--- src/rtl/bus_arbiter_pkg.sv ---
// Shared constants and types for the system bus arbiter.
package bus_arbiter_pkg;

    localparam int BUS_WIDTH = 38;
    localparam int CLC_WIDTH = 6;
    localparam int NUM_REQ   = 4;
    localparam int MAX_SKIP  = 4;

    // Request class encodings carried on bus_req_type
    localparam logic REQ_HIGH = 1'b1;
    localparam logic REQ_LOW  = 1'b0;

    // Arbiter FSM states
    typedef enum logic [1:0] {
        ST_IDLE  = 2'd0,
        ST_GRANT = 2'd1,
        ST_TURN  = 2'd2
    } arb_state_e;

endpackage

--- src/rtl/bus_arbiter_rr_pick.sv ---
// Combinational round-robin picker: returns the first set bit of vec at or
// after ptr, wrapping, as both a one-hot vector and an index.
module bus_arbiter_rr_pick
    import bus_arbiter_pkg::*;
#(
    parameter  int N  = 4,
    localparam int PW = (N > 1) ? $clog2(N) : 1
)(
    input  logic [N-1:0]  vec,
    input  logic [PW-1:0] ptr,
    output logic [N-1:0]  winner,
    output logic [PW-1:0] index,
    output logic          valid
);

    localparam logic [2*N-1:0] ONE2 = {{(2*N-1){1'b0}}, 1'b1};

    logic [2*N-1:0] dbl_s;
    logic [2*N-1:0] keep_s;
    logic [2*N-1:0] masked_s;
    logic [2*N-1:0] first_s;

    // Doubled-vector mask: clearing the lower copy below ptr makes the lowest
    // remaining set bit the round-robin winner; the upper copy covers the wrap.
    always_comb begin
        dbl_s    = {vec, vec};
        keep_s   = ~((ONE2 << ptr) - ONE2);
        masked_s = dbl_s & keep_s;
        first_s  = masked_s & (~masked_s + ONE2);
        winner   = first_s[N-1:0] | first_s[2*N-1:N];
        valid    = |vec;
    end

    // Encode the one-hot winner into an index (zero when nothing is set)
    always_comb begin
        index = '0;
        for (int i = 0; i < N; i++) begin
            if (winner[i]) begin
                index = PW'(i);
            end else begin
                index = index;
            end
        end
    end

endmodule

--- src/rtl/bus_arbiter.sv ---
// Central arbiter for the shared tri-state system bus. Two priority classes,
// round-robin within a class via one shared pointer, a skip counter that lets
// a starving low-class request through, exact tenures and one dead cycle
// between owners so that tri-state drivers never overlap.
module bus_arbiter
    import bus_arbiter_pkg::*;
#(
    parameter  int NUM_REQ   = bus_arbiter_pkg::NUM_REQ,
    parameter  int CLC_WIDTH = bus_arbiter_pkg::CLC_WIDTH,
    parameter  int MAX_SKIP  = bus_arbiter_pkg::MAX_SKIP,
    localparam int OWNER_W   = (NUM_REQ > 1) ? $clog2(NUM_REQ) : 1
)(
    input  logic                           plusclk,
    input  logic                           rst,
    input  logic [NUM_REQ-1:0]             bus_req,
    input  logic [NUM_REQ-1:0]             bus_req_type,
    input  logic [NUM_REQ*CLC_WIDTH-1:0]   bus_req_clc,
    output logic [NUM_REQ-1:0]             bus_grant,
    output logic                           bus_active,
    output logic [OWNER_W-1:0]             bus_owner
);

    localparam int SKIP_W = $clog2(MAX_SKIP + 1);

    localparam logic [SKIP_W-1:0]    SKIP_MAX  = SKIP_W'(MAX_SKIP);
    localparam logic [SKIP_W-1:0]    SKIP_ONE  = SKIP_W'(1);
    localparam logic [OWNER_W-1:0]   LAST_IDX  = OWNER_W'(NUM_REQ - 1);
    localparam logic [OWNER_W-1:0]   OWNER_ONE = OWNER_W'(1);
    localparam logic [CLC_WIDTH-1:0] CLC_ONE   = CLC_WIDTH'(1);

    arb_state_e             state_r;
    logic [NUM_REQ-1:0]     grant_r;
    logic                   active_r;
    logic [OWNER_W-1:0]     owner_r;
    logic [OWNER_W-1:0]     rr_ptr_r;
    logic [SKIP_W-1:0]      skip_r;
    logic [CLC_WIDTH-1:0]   cnt_r;

    logic [NUM_REQ-1:0]     high_s;
    logic [NUM_REQ-1:0]     low_s;
    logic [NUM_REQ-1:0]     high_win_s;
    logic [NUM_REQ-1:0]     low_win_s;
    logic [NUM_REQ-1:0]     win_s;
    logic [OWNER_W-1:0]     high_idx_s;
    logic [OWNER_W-1:0]     low_idx_s;
    logic [OWNER_W-1:0]     win_idx_s;
    logic [OWNER_W-1:0]     next_ptr_s;
    logic                   high_vld_s;
    logic                   low_vld_s;
    logic                   win_vld_s;
    logic                   pick_low_s;
    logic [CLC_WIDTH-1:0]   win_clc_s;
    logic [CLC_WIDTH-1:0]   load_cnt_s;
    logic [SKIP_W-1:0]      next_skip_s;

    // Split pending requests into the high and low candidate sets
    always_comb begin
        high_s = '0;
        low_s  = '0;
        for (int i = 0; i < NUM_REQ; i++) begin
            high_s[i] = bus_req[i] && (bus_req_type[i] == REQ_HIGH);
            low_s[i]  = bus_req[i] && (bus_req_type[i] == REQ_LOW);
        end
    end

    bus_arbiter_rr_pick #(.N(NUM_REQ)) u_pick_high (
        .vec    (high_s),
        .ptr    (rr_ptr_r),
        .winner (high_win_s),
        .index  (high_idx_s),
        .valid  (high_vld_s)
    );

    bus_arbiter_rr_pick #(.N(NUM_REQ)) u_pick_low (
        .vec    (low_s),
        .ptr    (rr_ptr_r),
        .winner (low_win_s),
        .index  (low_idx_s),
        .valid  (low_vld_s)
    );

    // Choose the class: low wins when it has been skipped too often or when
    // no high request is pending; also derive pointer and skip updates.
    always_comb begin
        if (low_vld_s && ((skip_r == SKIP_MAX) || !high_vld_s)) begin
            pick_low_s = 1'b1;
        end else begin
            pick_low_s = 1'b0;
        end

        if (pick_low_s) begin
            win_s     = low_win_s;
            win_idx_s = low_idx_s;
        end else begin
            win_s     = high_win_s;
            win_idx_s = high_idx_s;
        end

        win_vld_s = high_vld_s | low_vld_s;

        if (win_idx_s == LAST_IDX) begin
            next_ptr_s = '0;
        end else begin
            next_ptr_s = win_idx_s + OWNER_ONE;
        end

        if (low_vld_s && !pick_low_s) begin
            if (skip_r == SKIP_MAX) begin
                next_skip_s = skip_r;
            end else begin
                next_skip_s = skip_r + SKIP_ONE;
            end
        end else begin
            next_skip_s = '0;
        end
    end

    // Fetch the winner's tenure and turn it into the grant-hold count
    always_comb begin
        win_clc_s = '0;
        for (int i = 0; i < NUM_REQ; i++) begin
            if (win_idx_s == OWNER_W'(i)) begin
                win_clc_s = bus_req_clc[i*CLC_WIDTH +: CLC_WIDTH];
            end else begin
                win_clc_s = win_clc_s;
            end
        end
        // A zero tenure still yields one grant cycle
        if (win_clc_s == '0) begin
            load_cnt_s = '0;
        end else begin
            load_cnt_s = win_clc_s - CLC_ONE;
        end
    end

    // Arbiter FSM: arbitrate in IDLE/TURN, hold the grant for the full
    // tenure, then spend one dead cycle in TURN before the next owner.
    always_ff @(posedge plusclk) begin
        if (rst) begin
            state_r  <= ST_IDLE;
            grant_r  <= '0;
            active_r <= 1'b0;
            owner_r  <= '0;
            rr_ptr_r <= '0;
            skip_r   <= '0;
            cnt_r    <= '0;
        end else begin
            case (state_r)
                ST_IDLE, ST_TURN: begin
                    if (win_vld_s) begin
                        state_r  <= ST_GRANT;
                        grant_r  <= win_s;
                        active_r <= 1'b1;
                        owner_r  <= win_idx_s;
                        rr_ptr_r <= next_ptr_s;
                        skip_r   <= next_skip_s;
                        cnt_r    <= load_cnt_s;
                    end else begin
                        state_r  <= ST_IDLE;
                        grant_r  <= '0;
                        active_r <= 1'b0;
                    end
                end
                ST_GRANT: begin
                    if (cnt_r != '0) begin
                        cnt_r <= cnt_r - CLC_ONE;
                    end else begin
                        state_r  <= ST_TURN;
                        grant_r  <= '0;
                        active_r <= 1'b0;
                    end
                end
                default: begin
                    state_r  <= ST_IDLE;
                    grant_r  <= '0;
                    active_r <= 1'b0;
                    cnt_r    <= '0;
                end
            endcase
        end
    end

    assign bus_grant  = grant_r;
    assign bus_active = active_r;
    assign bus_owner  = owner_r;

endmodule

--- config.mk ---
export PLATFORM = sky130hd
export DESIGN_NAME = bus_arbiter
export DESIGN_NICKNAME = d
export VERILOG_FILES = /design/src/rtl/bus_arbiter_pkg.sv /design/src/rtl/bus_arbiter_rr_pick.sv /design/src/rtl/bus_arbiter.sv
export SDC_FILE = /design/constraint.sdc
export NUM_CORES = 1
export LEC_CHECK = 0
export BUFFER_PORTS_ARGS = -buffer_cell sky130_fd_sc_hd__buf_2
export CAP_MARGIN = 10
export CORE_MARGIN = 2
export CORE_UTILIZATION = 30
export DETAILED_ROUTE_END_ITERATION = 16
export GPL_TIMING_DRIVEN = 0
export HOLD_SLACK_MARGIN = 0.02
export PLACE_DENSITY = 0.52
export SLEW_MARGIN = 20
export SYNTH_ARGS = -nofsm -noshare
export SYNTH_HDL_FRONTEND = slang
export SYNTH_SLANG_ARGS = --single-unit
--- constraint.sdc ---
create_clock -name plusclk -period 8.4 [get_ports plusclk]
set_input_delay 0 -clock plusclk [delete_from_list [all_inputs] [get_ports plusclk]]
set_output_delay 0 -clock plusclk [all_outputs]
set_load 0.01 [all_outputs]
Word level (Yosys, flattened, before mapping). Cells that the tools add are included.

Flip-flop bits (word level): 20. Input bits: 34. Output and inout bits: 7. Word-level logic and storage cells: 91.

Add/sub/neg operators: 7. Eq/ne operators: 10. Shifts and indexed selects: 1. Multiplexer cells: 29. Bitwise operators: 14. Reductions and logical operators: 23.

Operators with widths (count): $mux 6 (7); $and 8x8->8 (4); $not 8->8 (3); $add 8x1->8 const B (2); $mux 2 (7); $mux 4 (3); $pmux 6 s2 (1); $sub 6x1->6 const B (2); $logic_and 1x1->1 (10); $ne 2x2->1 const B (4); $or 4x4->4 (2); $pmux 4 s2 (1); $reduce_or 4->1 (2); $shl 1x2->8 const A (1); $sub 8x1->8 const B (1); $eq 2x2->1 const B (3); $logic_not 6->1 (1); $mux 1 (6); $mux 3 (2); $reduce_bool 6->1 (1); $eq 2x1->1 const B (2); $logic_not 2->1 (2); $not 1->1 (4); $pmux 2 s2 (1); other kinds (10) (12).

Depth between registers and ports, before layout.
Depth in word-level cells: 21. Mapped depth: 20. Mapped depth without buffers: 20.

By module. Synthesis repeated with hierarchy kept, for this count alone.

Cell total of the unflattened synthesis: 242. Area total of the unflattened synthesis: 1840.5 um^2.

Modules (own cells, without submodules): bus_arbiter (times used 1, cells each 182, area an instance 1430.1 um^2, sequential area each 400.4 um^2); bus_arbiter_rr_pick (times used 2, cells each 30, area an instance 205.2 um^2, sequential area each 0.0 um^2).

Worst setup path after synthesis. No wires, ideal clock.

Path kind: flip-flop to flip-flop. Start: reg rr_ptr_r[0]. End: reg cnt_r[3]. Setup time: 120 ps. Arrival: 3308 ps. Data required time: 8280 ps. Slack: 4972 ps. Stages on the path, launching flop included: 19. Path buffers: 1. Period minus slack after synthesis: 3428 ps. Path through: dfxtp_1 nor2_1 inv_1 ha_1 nand3_1 and2_1 o2111ai_1 a32o_1 inv_1 ha_1 buf_2 nand2b_1 o21ai_0 a21o_1 ha_1 inv_1 o311ai_0 nor2_1 o31a_1.

Elaborated cells on any way between the ends: 33. Classes of those cells: 4 x add/sub; 3 x eq/ne; 1 x shift; 14 x mux; 9 x bitwise; 2 x reduce/logical.

RTL lines: start: declaration (RTL line bus_arbiter.sv:35) `logic [OWNER_W-1:0] rr_ptr_r;`; start signal: assignment (RTL line bus_arbiter.sv:155) `rr_ptr_r <= next_ptr_s;`; $shl 1x2->8 (*) (RTL line bus_arbiter_rr_pick.sv:27) `keep_s = ~((ONE2 << ptr) - ONE2);`; $sub 8x1->8 (*) (RTL line bus_arbiter_rr_pick.sv:27); $not 8->8 (*) (RTL line bus_arbiter_rr_pick.sv:27); $and 8x8->8 (RTL line bus_arbiter_rr_pick.sv:28) `masked_s = dbl_s & keep_s;`; $not 8->8 (RTL line bus_arbiter_rr_pick.sv:29) `first_s = masked_s & (~masked_s + ONE2);`; $add 8x1->8 (RTL line bus_arbiter_rr_pick.sv:29); $and 8x8->8 (RTL line bus_arbiter_rr_pick.sv:29); $or 4x4->4 (RTL line bus_arbiter_rr_pick.sv:30) `winner = first_s[N-1:0] | first_s[2*N-1:N];`; [... 3 more ...]; named net win_idx_s[1] (RTL line bus_arbiter.sv:46) `logic [OWNER_W-1:0] win_idx_s;`; $logic_not 2->1 (RTL line bus_arbiter.sv:122) `if (win_idx_s == OWNER_W'(i)) begin`; $mux 6 (3 in a row) (RTL line bus_arbiter.sv:122); $mux 6 (*) (RTL line bus_arbiter.sv:122); $sub 6x1->6 or $logic_not 6->1 (tied branches) (RTL line bus_arbiter.sv:132, bus_arbiter.sv:129); $mux 6 (*) (RTL line bus_arbiter.sv:129) `if (win_clc_s == '0) begin`; $mux 6 (*) (RTL line bus_arbiter.sv:150) `if (win_vld_s) begin`; $pmux 6 s2 (*) (RTL line bus_arbiter.sv:148) `case (state_r)`; end signal: assignment (RTL line bus_arbiter.sv:157) `cnt_r <= load_cnt_s;`; end signal: assignment (RTL line bus_arbiter.sv:166) `cnt_r <= cnt_r - CLC_ONE;`; end: declaration (RTL line bus_arbiter.sv:37) `logic [CLC_WIDTH-1:0] cnt_r;`.

The timed path passes the listed nets; every way through them passes the cells marked *. The select of a mux whose other input is x is not followed. A chain may end at the register's enable or synchronous reset.

Final worst setup path.
Start: reg rr_ptr_r[0]. End: reg cnt_r[2].

Same word-level chain as after synthesis.

==> impl_results.md <==
- Largest net degree at the start of global routing: 11
- Total Nets Final: 321
- Core ar.: 5570 um^2
- Die area: 6500 um^2
- GRT Util Overall: 14.2%
- Post-synth top flop: dfxtp_1
- Most common cell after layout, fill and taps aside: buf_2
- Dpl ws: 4.37 ns
- Iter 0 DRT Violations: 100
- Delay-heaviest family, CP: compound AO/OA/AOI/OAI gates
- Crit end category: flop
- Hold Crit Class: in -> reg
- Final count of hold timing violations: 0
- Mapped Area: 1760 um^2
- RSZ-0062 raised after global routing: false
- Rows: 27
- Ant. Diodes: 0
- LEAKAGE: 0.893 nW
- CP max-delay cell: o211ai_1
- DR vias: 1840
- Sequential element share of the synthesized area: 22.7%
- Required time of the critical path: 8.52 ns
- Drt drc: 0
- Initial antenna violation count: 0
- CTS tree: yes
- GP Congestion: 0.821
- Post-route ant nets: 0
- Tcrit/Tclk final: 48.2%
- Final setup vio count: 0
- CTS Root Cell: clkbuf_8
- Syn nets: 276
- Clk Latency, worst-skew pair: 0.26 ns
- Syn avg cell area: 7.62 um^2
- Max-slew headroom: 52.1%
- Cell Pwr Density: 236 nW/um^2
- Max Transition Viols Final: 0
- Final Instance Area: 2090 um^2
- Worst Setup Start Kind: flop
- Worst-Margin Slew: 0.715 ns
- CP Buf/Inv Count: 4
- Final wirelength: 4490 um
- Ys Warns: 0
- Flops & latches, synth: 20
- Area growth syn-to-layout: 18.8%
- First-pass GRT wire length: 7290 um
- Slowest stage delay, CP: 0.40 ns
- Mapped Cells: 231
- Num CTS Buffers: 3
- Final worst slack: 4.35 ns
- Share of synthesized flip-flops with an asynchronous set or reset: 0%
- Post-CTS sizing: 0
- Critical path type: reg -> reg
- Placed instance area: 2050 um^2
- DP Cell Count: 343
- Clock skew: 0.00422 ns
- Number of global-route vias before repair: 1643
- Final Non-Filler Cells: 346
- Overall power: 0.494 mW
- Worst VDD drop: 0.000131 V
- DR vias/cell: 5.32
- Clock Path Buffers: 2
- Layout cells sized above 1: 20.4%
- Hold_buf cts: 0
- TritonRoute pass-1 iters: 5
- EDFF count, synth: 0
- Fin crit period: 4.05 ns
- Detailed-route wire length per cell: 13.0 um
- Placed wire-length estimate: 3690 um
- CTS sink cnt: 20
- Critical Path AT: 4.17 ns
- Initial Utilization: 31.6%
- CTS H-tree depth: 1
- Fmax: 0.247 GHz
- Clock slew at reported path FFs: 0.07 ns
- I/O Buffers: 40
- Critical path cell sequence: nor2_1, inv_1, ha_1, nand3_1, and2_1, o2111ai_1, a32o_1, inv_1, ha_1, buf_2, nand2b_1, o211ai_1, ha_1, inv_1, a21oi_1, a21oi_1, a211oi_1, nor3_1
- Overflow after GRT: 0
- Post-CTS setup buffer count: 0
- Count of cell types in the netlist: 59
- Most frequent cells in the layout: buf_2, nand2_1, dfxtp_1
- Die height: 80.6 um
- CP Max Fanout: 10
- I/O pin total: 41
- Status: completed
- Die Wd: 80.6 um
- Fin Setup TNS: 0 ns
- Max Cap Violations: 0
[final cells by class]
class / instances / area, um^2
flip-flops and latches: 20 / 400
clock buffers: 3 / 41.3
fillers: 611 / 3480
well taps: 72 / 90.1
multi-input cells: 188 / 1270
plain buffers: 7 / 27.5
repair buffers: 40 / 200
inverters: 16 / 60.1
[report_power, final]
part / internal (mW) / switching, mW
combinational: 0.123 / 0.167
clock: 0.0320 / 0.0314
sequential: 0.118 / 0.0219
[routing by layer]
layer	GRT usage (%)	share of wire, %	vias up
met2	24.3	47	32
li1	-	-	948
met5	0	0	-
met4	3.73	1.1	0
met1	18.1	47	854
met3	2.92	4.7	6
[synthesized netlist by cell type, types with 2 or more instances]
master,n,share of area (%)
nor4_1,2,0.71
o211ai_1,7,3.0
xnor2_1,3,1.5
nor2_1,17,3.6
nor3_1,8,2.3
a21oi_1,16,4.5
a22oi_1,3,1.3
nor2b_2,2,1.0
o22ai_1,3,1.1
a2bb2oi_1,3,1.5
a222oi_1,2,1.1
a22o_1,4,2.0
nor2b_1,7,2.5
o21ai_0,9,2.6
ha_1,11,7.8
a211oi_2,2,1.4
a32o_1,3,1.7
dfxtp_1,20,23
o2111ai_1,2,1.0
or3_1,2,0.71
nand2_1,26,5.5
nand3_1,5,1.4
a211oi_1,3,1.3
inv_1,15,3.2
and2_1,4,1.4
mux2i_1,4,2.3
clkbuf_1,6,1.3
a211o_1,2,1.0
nand2b_1,8,2.8
o21a_1,2,0.85
o211a_1,2,1.1
[state kept, by name, summed over array words and instances (netlist names)]
| name | cells |
|---|---|
| bus_active | 1 |
| bus_grant | 4 |
| bus_owner | 2 |
| cnt_r | 6 |
| rr_ptr_r | 2 |
| skip_r | 3 |
| state_r | 2 |
[path summary, 6_finish.rpt]
check,startpoint,to,slack (ns),cells past startpoint
worst min-delay path,bus_req[0],bus_grant[0]$_SDFFE_PP0P_,0.06,2
worst max-delay path,rr_ptr_r[0]$_SDFFE_PP0P_,cnt_r[2]$_SDFFE_PP0P_,4.35,18
worst min register to register,bus_grant[0]$_SDFFE_PP0P_,bus_grant[0]$_SDFFE_PP0P_,0.47,1
worst max register to register,rr_ptr_r[0]$_SDFFE_PP0P_,cnt_r[2]$_SDFFE_PP0P_,4.35,18
[per-stage QoR]
stage | utilization, % | hold slack (ns)
floorplan | - | 0.154
global placement | 36.8 | 0.332
finish | 37.5 | 0.0578
CTS | 37.5 | 0.0506
global route | 37.5 | 0.0556
detailed placement | 36.8 | 0.326
[kinds of logic after synthesis]
| group | after synthesis | share of synthesized area (%) |
|---|---|---|
| xor gates and xnor gates | 3 | 1.49 |
| buffers and inverters | 23 | 4.97 |
| adders and majority gates | 11 | 7.82 |
| muxes | 4 | 2.27 |
| DFF | 20 | 22.7 |
| AOI/OAI and AO/OA | 79 | 33.8 |
| and+or+nand+nor | 91 | 26.9 |
Note: power is estimated with default switching activity, not from simulation.
